<file path="src/rtl/fp_accum_pkg.sv">
// Shared types and constants for the FP32 streaming sum-reduction sequencer.
package fp_accum_pkg;

    localparam int FP32_W = 32;

    localparam logic [FP32_W-1:0] FP32_POS_ZERO = 32'h0000_0000;
    localparam logic [FP32_W-1:0] FP32_QNAN     = 32'h7FC0_0000;

    typedef enum logic [2:0] {
        FIRST,
        NEXT,
        ISSUE,
        ACK,
        WAITZ,
        EMIT
    } fp_accum_state_t;

    // Operand pair handed to the adder driver.
    typedef struct packed {
        logic [FP32_W-1:0] a;
        logic [FP32_W-1:0] b;
    } add_req_t;

endpackage

</file>
<file path="src/rtl/fp_accum_seq.sv">
// Folds a valid/ready stream of FP32 elements into one sum via an external adder driver.
// Latency: single element -> result next cycle; otherwise per add 2 cycles + driver latency + 1.
// Backpressure: in_ready low while an add is in flight or a result is held; out_* held until out_ready.
module fp_accum_seq
    import fp_accum_pkg::*;
#(
    parameter int CNT_W = 8
) (
    input  logic              clk,
    input  logic              rst_n,
    input  logic              in_valid,
    output logic              in_ready,
    input  logic [FP32_W-1:0] in_data,
    input  logic              in_last,
    output logic              add_start,
    output logic [FP32_W-1:0] add_a,
    output logic [FP32_W-1:0] add_b,
    input  logic              add_busy,
    input  logic              add_done,
    input  logic [FP32_W-1:0] add_z,
    output logic              out_valid,
    input  logic              out_ready,
    output logic [FP32_W-1:0] out_sum,
    output logic [CNT_W-1:0]  out_count,
    output logic              out_sat
);

    fp_accum_state_t   state, state_nxt;
    logic [FP32_W-1:0] acc;
    logic [CNT_W-1:0]  cnt;
    logic              sat;
    logic              last;
    add_req_t          req;
    logic              in_fire;
    logic              z_fire;

    assign in_fire = in_valid && in_ready;
    // add_busy gating keeps a stale done from the previous add from being taken as fresh.
    assign z_fire  = (state == WAITZ) && add_done && !add_busy;

    always_comb begin
        state_nxt = state;
        in_ready  = 1'b0;
        add_start = 1'b0;
        out_valid = 1'b0;
        case (state)
            FIRST: begin
                in_ready = 1'b1;
                if (in_valid) state_nxt = in_last ? EMIT : NEXT;
            end
            NEXT: begin
                in_ready = 1'b1;
                if (in_valid) state_nxt = ISSUE;
            end
            ISSUE: begin
                add_start = !add_busy;
                if (!add_busy) state_nxt = ACK;
            end
            ACK: begin
                if (add_busy) state_nxt = WAITZ;
            end
            WAITZ: begin
                if (add_done && !add_busy) state_nxt = last ? EMIT : NEXT;
            end
            EMIT: begin
                out_valid = 1'b1;
                if (out_ready) state_nxt = FIRST;
            end
            default: state_nxt = FIRST;
        endcase
    end

    always_ff @(posedge clk or negedge rst_n) begin
        if (!rst_n) begin
            state <= FIRST;
        end else begin
            state <= state_nxt;
        end
    end

    always_ff @(posedge clk or negedge rst_n) begin
        if (!rst_n) begin
            acc  <= FP32_POS_ZERO;
            cnt  <= '0;
            sat  <= 1'b0;
            last <= 1'b0;
            req  <= '0;
        end else begin
            if (in_fire && state == FIRST) begin
                acc <= in_data;
                cnt <= CNT_W'(1);
                sat <= 1'b0;
            end
            if (in_fire && state == NEXT) begin
                req.a <= acc;
                req.b <= in_data;
                last  <= in_last;
                if (cnt == '1) begin
                    sat <= 1'b1;
                end else begin
                    cnt <= cnt + CNT_W'(1);
                end
            end
            if (z_fire) begin
                acc <= add_z;
            end
        end
    end

    assign add_a     = req.a;
    assign add_b     = req.b;
    assign out_sum   = acc;
    assign out_count = cnt;
    assign out_sat   = sat;

endmodule

</file>
<file path="config.mk">
export PLATFORM = sky130hd
export DESIGN_NAME = fp_accum_seq
export DESIGN_NICKNAME = d
export VERILOG_FILES = /design/src/rtl/fp_accum_pkg.sv /design/src/rtl/fp_accum_seq.sv
export SDC_FILE = /design/constraint.sdc
export NUM_CORES = 1
export LEC_CHECK = 0
export ABC_AREA = 1
export CAP_MARGIN = 25
export CORE_MARGIN = 10
export CORE_UTILIZATION = 47
export CTS_CLUSTER_DIAMETER = 40
export DETAILED_ROUTE_END_ITERATION = 8
export PLACE_DENSITY = 0.91
export SKIP_CTS_REPAIR_TIMING = 1
export SLEW_MARGIN = 20
export SYNTH_ARGS = -nofsm -noshare
export SYNTH_HDL_FRONTEND = slang
export SYNTH_SLANG_ARGS = --single-unit
</file>
<file path="constraint.sdc">
create_clock -name clk -period 2.45 [get_ports clk]
set_input_delay 0.49 -clock clk [delete_from_list [all_inputs] [get_ports clk]]
set_output_delay 0.49 -clock clk [all_outputs]
set_load 0.01 [all_outputs]
</file>
* After elaboration in Yosys (flattened, before gate mapping)
Index checks and enable logic that the tools add are counted.
** Word-level totals
- Logic and storage cells :: 51
- Output and inout port bits :: 108
- Register bits :: 109
- Bits of input ports :: 71
** Cells by class
- Equal/unequal tests :: 12
- Mux-type cells :: 20
- $add $sub $neg :: 1
- Reductions and logical operators :: 11
** Operators with widths (count)
- $mux W32 :: 2
- $mux W3 :: 8
- $mux W8 :: 3
- $pmux W3 S6 :: 1
- $ne A2 B2 Y1 const B :: 5
- $add A8 B1 Y8 const B :: 1
- $eq A8 B8 Y1 const B :: 1
- $eq A3 B2 Y1 const B :: 2
- $eq A3 B3 Y1 const B :: 2
- $logic_and A1 B1 Y1 :: 6
- $mux W1 :: 6
- $reduce_and A6 Y1 :: 1
- $eq A3 B1 Y1 const B :: 1
- $logic_not A3 Y1 :: 1
- $ne A2 B1 Y1 const B :: 1
- $reduce_bool A2 Y1 :: 1
- $reduce_or A2 Y1 :: 1
- $logic_not A1 Y1 :: 1

* Logic depth before layout (Yosys ltp)
Gate-level depths: netlist of run 1.
- Depth after elaboration :: 8
- Depth in mapped cells :: 10
- Gate-level depth less buffers :: 9

* Worst setup path after synthesis of run 1
Ideal clock, no wire load.
- Path type :: register to register
- Start :: reg state[1]
- End :: reg acc[0] (netlist: out_sum[0])
- Data required time :: 2.326 ns
- Path buffers :: 2
- Clock period less this slack :: 1.449 ns
- Setup time :: 0.124 ns
- Slack :: 1.001 ns
- Cell stages (with the launch flop) :: 11
- Arrival time :: 1.325 ns
- Cell sequence :: dfrtp_1 > buf_2 > nor2_2 > nand2_1 > inv_1 > nand2_1 > nand2_2 > inv_2 > buf_6 > nand2_1 > nand3_1
** Between the ends
- Word-level cells in the longest chain between the ends :: 6
- Elaborated cells between the ends (all ways) :: 11
- Those cells by class :: eq/ne (2); mux (2); reduce/logical (7)
** Ends and longest elaborated chain
- from (decl) :: line fp_accum_seq.sv:28 : fp_accum_state_t state, state_nxt;
- from (signal assigned) :: line fp_accum_seq.sv:77 : state <= state_nxt;
- $eq A3 B1 Y1 / $logic_not A3 Y1 (equally long branches) :: line fp_accum_seq.sv:46, fp_accum_seq.sv:89
- $reduce_or A2 Y1 (no source line)
- $mux W1 :: line fp_accum_seq.sv:46 : case (state)
- $logic_and A1 B1 Y1 :: line fp_accum_seq.sv:37 : assign in_fire = in_valid && in_ready;
- $logic_and A1 B1 Y1 :: line fp_accum_seq.sv:89 : if (in_fire && state == FIRST) begin
- $reduce_bool A2 Y1 (no source line)
- to (signal assigned) :: line fp_accum_seq.sv:90 : acc <= in_data;
- to (signal assigned) :: line fp_accum_seq.sv:105 : acc <= add_z;
- to (decl) :: line fp_accum_seq.sv:29 : logic [FP32_W-1:0] acc;
Several ways; a longest one is shown, not always the timed one.
A chain may end at the register's enable or synchronous reset.

* Worst setup path after layout of run 1
- Start :: reg state[0]
- End :: out in_ready
** Between the ends
- Word-level cells in the longest chain between the ends :: 3
- Elaborated cells between the ends (all ways) :: 4
- Those cells by class :: eq/ne (1); mux (1); reduce/logical (2)
** Ends and longest elaborated chain
- $eq A3 B1 Y1 / $logic_not A3 Y1 (equally long branches) :: line fp_accum_seq.sv:46
- $reduce_or A2 Y1 (no source line) (*)
- $mux W1 (*) :: line fp_accum_seq.sv:46
- to (decl) :: line fp_accum_seq.sv:12 : output logic in_ready,
Every way passes the cells marked *; elsewhere a longest branch is shown, timed or not.

==> flow_metrics.tcl, run 1 <==
set metrics [dict create \
    layout_min_cycle_time_ns 2.27 \
    tritoncts "done" \
    hold_path.class "primary input to async pin" \
    gr-usage-met3_pct 5.53 \
    area_growth_syn_to_layout_pct 45.3 \
    cts.clk_slew.worst_paths_ns 0.10 \
    dp_hpwl_um 10500 \
    startpoint "state[0]" \
    via_per_inst 4.92 \
    grt_first_pass_wirelength_um 22400 \
    syn_nets 634 \
    fillers 738 \
    dieArea_um2 14200 \
    start_kind "flop" \
    ioPinCount 179 \
    floorplan.die.width_um 119 \
    pwr_total_uw 7980 \
    final_layout_size_suffix_gt1_share_pct 4.20 \
    clkLatencyLatePin_ns 0.35 \
    rows 36 \
    grt_util_met2_pct 33.2 \
    syn-cell-area_um2 4610 \
    crit_type "flop to output port" \
    depth_of_the_worst_register_to_register_path 8 \
    synth-warning-count 0 \
    ctsRootBufferMaster "clkbuf_8" \
    leakagePower_uw 0.00332 \
    chipHeight_um 119 \
    synth_sequential_area_ratio_pct 59.1 \
    finalSetupTns_ns 0 \
    synth_area_leader_cell "dfrtp_1" \
    number_of_nets_still_failing_antenna_checks_after_routing 0 \
    via_count_of_the_first_global_routing_pass 4329 \
    grt_setup_unrepaired "false" \
    ir_worst_vdd_mv 0.644 \
    timing.critical_path.arrival_ns 1.78 \
    netlist.area_leader.share_pct 59.1 \
    diodes 0 \
    port_buffers 178 \
    cts-buffers-inserted 9 \
    max_cap_viol_count 0 \
    ctsHtreeMaxLevel 3 \
    fin_area_um2 6700 \
    initial_antenna_violation_count 0 \
    maxSlewViolCount 0 \
    grt_util_all_layers_pct 19.2 \
    final-hold-violation-count 0 \
    drt_pre_antenna_iters 5 \
    timing.rr.start "state[1]" \
    globalRouteMet1Util_pct 22.3 \
    setup.reg_to_reg.worst_slack_ns 0.57 \
    dr.first_iter.drc_count 353 \
    synth_area_per_cell_um2 8.21 \
    r2r-end "out_sum[27]" \
    post-route-period-util_pct 92.8 \
    cts_max_path_buffers 2 \
    gpl.final_weighted_congestion 0.916 \
    synth_top_cells_by_area "dfrtp_1 (59%), nand2_1 (26%), nand3_1 (5.2%), nor2_1 (1.6%), inv_1 (1.2%)" \
    clock_sinks 109 \
    routed_wl_um 14000 \
    routed-via-count 4289 \
    yosys.cell_types.count 21 \
    largest_net_degree_at_the_start_of_global_routing 51 \
    placement.cell_area_um2 6480 \
    power.density_nw_per_um2 1190 \
    netlist_instances 562 \
    core_um2 9680 \
    worst_slew_pin_tran_ns 0.651 \
    final_util_pct 69.2 \
    worst-endpoint-required_ns 1.96 \
    timing.max_slew.rel_slack_pct 56.6 \
    gr-max-usage-layer "met2" \
    remaining_drc_errors 0 \
    critical_path_peak_fanout 7 \
    wire_per_inst_um 16.1 \
    timing.clock.skew_ns 0.00854 \
    post-place-cells 855 \
    max_freq_ghz 0.440 \
    ys_seq_elements 109 \
    global_route.overflow_total 0 \
    crit_path_end_kind "output port" \
    status "completed" \
    initial_standard_cell_utilization_of_the_core_pct 47.6 \
    final_cell_count_no_fill 871 \
    design.final.nets 805 \
    report.final.setup_viol 0 \
]
-- per-stage QoR --
stage	setup WS, ns	hold WS [ns]
finish	0.176	0.140
CTS	0.156	0.146
global placement	0.311	0.452
detailed placement	0.208	0.457
floorplan	1.00	0.194
global route	0.0503	0.159
-- power breakdown --
part / total [uW] / switching [uW] / internal (uW)
sequential: 3120 / 547 / 2570
clock: 1170 / 581 / 589
combinational: 3700 / 1850 / 1850
total: 7980 / 2970 / 5010
-- how the worst max path moves through the flow --
stage | end | slack, ns | cells after the start
after floorplan | out_sum[0] | 1.00 | 10
after global routing | in_ready | 0.05 | 5
after detailed placement | out_sum[26] | 0.21 | 9
final | in_ready | 0.18 | 5
after global placement | out_sum[28] | 0.31 | 9
after CTS | in_ready | 0.16 | 5
-- sequential cells by signal, indices dropped and copies added (netlist names) --
signal and count:
state 3, out_count 8, out_sat 1, out_sum 32, add_a 32, add_b 32, last 1
-- cells by family (layout without fill, tap and decap cells) --
logic type | after synthesis | after routing | synth area share, %
compound gates | 8 | 8 | 1.03
xor+xnor | 3 | 3 | 0.570
fa+ha+maj | 1 | 1 | 0.271
buf+inv | 44 | 220 | 4.75
flops | 109 | 109 | 59.1
simple gates | 397 | 397 | 34.2
-- synth_stat cells, drive strengths merged --
| master | instances |
|---|---|
| a21o | 1 |
| nand2 | 319 |
| o21bai | 2 |
| dfrtp | 109 |
| buf | 18 |
| nand4 | 3 |
| nand3 | 48 |
| o21ai | 4 |
| a21oi | 1 |
| nor3 | 5 |
| nor2 | 22 |
| xnor2 | 3 |
| inv | 21 |
| clkbuf | 5 |
| ha | 1 |
-- critical path: stages (launching register included) --
cell	delay, ns
dfrtp_1	0.49
inv_2	0.07
nor2_1	0.09
nand2_1	0.13
nand2_1	0.12
clkdlybuf4s50_1	0.55
-- layout make-up --
class	instances	area, um^2	area share, %
sequential	109	2730	40.7
timing repair buffer	183	1840	27.5
multi-input combinational	409	1670	24.9
clock buffer	14	183	2.73
tap	133	166	2.48
inverter	21	78.8	1.18
clock inverter	2	38.8	0.579
-- metal layers --
metal / routed length (um) / vias to the layer above
met1: 5720 / 2032
met2: 7030 / 176
met4: 170 / 0
li1: - / 2071
met3: 1120 / 10
met5: 0 / -
-- placed cells by master, fill, tap and decap left out --
cell type        netlist  final
o21bai_1               2      2
o21ai_0                4      4
clkbuf_1               5      1
nor2_4                 1      1
nand3_1               48     48
clkbuf_8               0     13
bufinv_16              0      1
a21o_1                 1      1
nor3_1                 5      5
a21oi_1                1      1
clkdlybuf4s50_1        0    177
nor2_2                 1      1
buf_12                 0      2
buf_4                  5      4
inv_2                  6      6
nand2_2                2      2
nand4_1                3      3
dfrtp_1              109    109
nor2_1                20     20
ha_1                   1      1
inv_1                 15     15
clkinv_4               0      1
xnor2_1                3      3
nand2_1              317    317
Power figures use the tool's default switching activity.
==> run 2, diff against run 1 <==
--- a/config.mk
+++ b/config.mk
@@ -6,6 +6,7 @@
 export NUM_CORES = 1
 export LEC_CHECK = 0
 export ABC_AREA = 1
+export ABC_CLOCK_PERIOD_IN_PS = 2450
 export CAP_MARGIN = 25
 export CORE_MARGIN = 10
 export CORE_UTILIZATION = 47
==> results of run 2 <==
Same layout as run 1: the final DEF is identical, and so are final timing and power.
==> run 3, diff against run 2 <==
--- a/config.mk
+++ b/config.mk
@@ -8,12 +8,13 @@
 export ABC_AREA = 1
 export ABC_CLOCK_PERIOD_IN_PS = 2450
 export CAP_MARGIN = 25
+export CELL_PAD_IN_SITES_DETAIL_PLACEMENT = 2
+export CELL_PAD_IN_SITES_GLOBAL_PLACEMENT = 2
 export CORE_MARGIN = 10
-export CORE_UTILIZATION = 47
+export CORE_UTILIZATION = 26
 export CTS_CLUSTER_DIAMETER = 40
 export DETAILED_ROUTE_END_ITERATION = 8
 export PLACE_DENSITY = 0.91
-export SKIP_CTS_REPAIR_TIMING = 1
 export SLEW_MARGIN = 20
 export SYNTH_ARGS = -nofsm -noshare
 export SYNTH_HDL_FRONTEND = slang
==> constraint.sdc (replaced) <==
create_clock -name clk -period 2.45 [get_ports clk]
set_input_delay 0.49 -clock clk [delete_from_list [all_inputs] [get_ports clk]]
set_output_delay 0.49 -clock clk [all_outputs]
set_load 0.1 [all_outputs]
==> flow_metrics.tcl, run 3 (same netlist as run 1, synthesis figures left out) <==
set metrics [dict create \
    rows 48 \
    global_route.overflow_total 0 \
    timing.critical_path.arrival_ns 1.57 \
    cts_max_path_buffers 2 \
    largest_net_degree_at_the_start_of_global_routing 58 \
    routed-via-count 4469 \
    crit_path_end_kind "output port" \
    maxSlewViolCount 0 \
    worst-endpoint-required_ns 1.96 \
    final_layout_size_suffix_gt1_share_pct 19.1 \
    cts.clk_slew.worst_paths_ns 0.07 \
    number_of_nets_still_failing_antenna_checks_after_routing 0 \
    timing.max_slew.rel_slack_pct 61.5 \
    via_per_inst 4.63 \
    chipHeight_um 153 \
    post_cts_resized 0 \
    dieArea_um2 23500 \
    mostFrequentLayoutCell "nand2_1" \
    worst_slew_pin_tran_ns 0.576 \
    initial_standard_cell_utilization_of_the_core_pct 26.6 \
    finalSetupTns_ns 0 \
    status "completed" \
    tritoncts "done" \
    crit_type "flop to output port" \
    holdBufCountCts 0 \
    drt_pre_antenna_iters 4 \
    max_freq_ghz 0.484 \
    ctsRootBufferMaster "clkbuf_16" \
    layout_common_cells "nand2_1 (317), buf_4 (115), dfrtp_1 (109), clkdlybuf4s50_1 (69), nand3_1 (48)" \
    critical_path_peak_fanout 7 \
    diodes 0 \
    postCtsSetupBuffers 0 \
    port_buffers 178 \
    post-route-period-util_pct 84.3 \
    area_growth_syn_to_layout_pct 44.1 \
    max_cap_viol_count 0 \
    clock_sinks 109 \
    initial_antenna_violation_count 0 \
    core_um2 17400 \
    wire_per_inst_um 19.1 \
    gpl.final_weighted_congestion 0.766 \
    design.final.nets 809 \
    ctsHtreeMaxLevel 3 \
    grt_util_all_layers_pct 15.4 \
    floorplan.die.width_um 153 \
    dp_hpwl_um 14300 \
    layout_min_cycle_time_ns 2.06 \
    total_area_of_multi_input_combinational_cells_um2 1670 \
    hold_path.class "primary input to async pin" \
    timing.clock.skew_ns 0.00896 \
    fillers 2009 \
    grt_setup_unrepaired "false" \
    ioPinCount 179 \
    clkLatencyLatePin_ns 0.34 \
    cts-buffers-inserted 9 \
    final-seq-area_um2 2730 \
    routed_wl_um 18500 \
    start_kind "flop" \
    dr.first_iter.drc_count 176 \
    report.final.setup_viol 0 \
    remaining_drc_errors 0 \
    grt_first_pass_wirelength_um 29500 \
    setup.reg_to_reg.worst_slack_ns 0.56 \
    final-hold-violation-count 0 \
    via_count_of_the_first_global_routing_pass 5154 \
]
[run 3: cell types whose count changed in the layout (fill, tap and decap cells not counted), sizes merged]
| cell | previous run | this run |
|---|---|---|
| buf | 6 | 118 |
| clkdlybuf4s50 | 177 | 69 |
| clkbuf | 14 | 10 |
| clkinv | 1 | 2 |
| inv | 21 | 22 |
[run 3: worst paths after layout]
kind / start / end / depth (start not counted)
worst max register to register: state[1] / out_sum[25] / 9
max in group asynchronous: rst_n / out_sum[26] / 2
min in group clk: add_b[25] / add_b[25] / 2
worst min register to register: add_b[25] / add_b[25] / 2
worst min-delay path: rst_n / state[1] / 1
worst max-delay path: state[0] / in_ready / 5
[run 3: critical path, stage by stage, from the launching register on]
cell and delay (ns):
dfrtp_1 0.50, inv_2 0.08, nor2_1 0.09, nand2_1 0.13, nand2_1 0.14, buf_4 0.30
[run 3: layout make-up]
type,instances,share of cell area [%]
clock buffers,10,3.45
repair buffers,187,24.3
well taps,225,4.24
multi-input cells,409,25.1
clock inverters,4,0.734
flip-flops and latches,109,41.0
inverters,21,1.19
[run 3: per-layer routing]
metal	up-vias	wire (um)	global-route usage [%]
met5	-	0	0
met4	0	205	3.91
met3	12	907	3.54
met2	101	9910	28.4
met1	2287	7440	17.2
li1	2069	-	-
[run 3: metrics by stage]
stage / hold WS [ns] / setup WS [ns] / area, um^2 / utilization (%) / instances
floorplan: 0.194 / 0.117 / 4610 / - / 562
global placement: 0.455 / 0.318 / 6370 / 36.7 / 951
detailed placement: 0.464 / 0.188 / 6370 / 36.7 / 951
CTS: 0.117 / 0.355 / 6650 / 38.3 / 965
global route: 0.125 / 0.254 / 6650 / 38.3 / 965
finish: 0.104 / 0.386 / 6650 / 38.3 / 965
Power of run 3 is not shown: default switching activity piles up to over one toggle a cycle in this logic, so the estimate is an artifact.
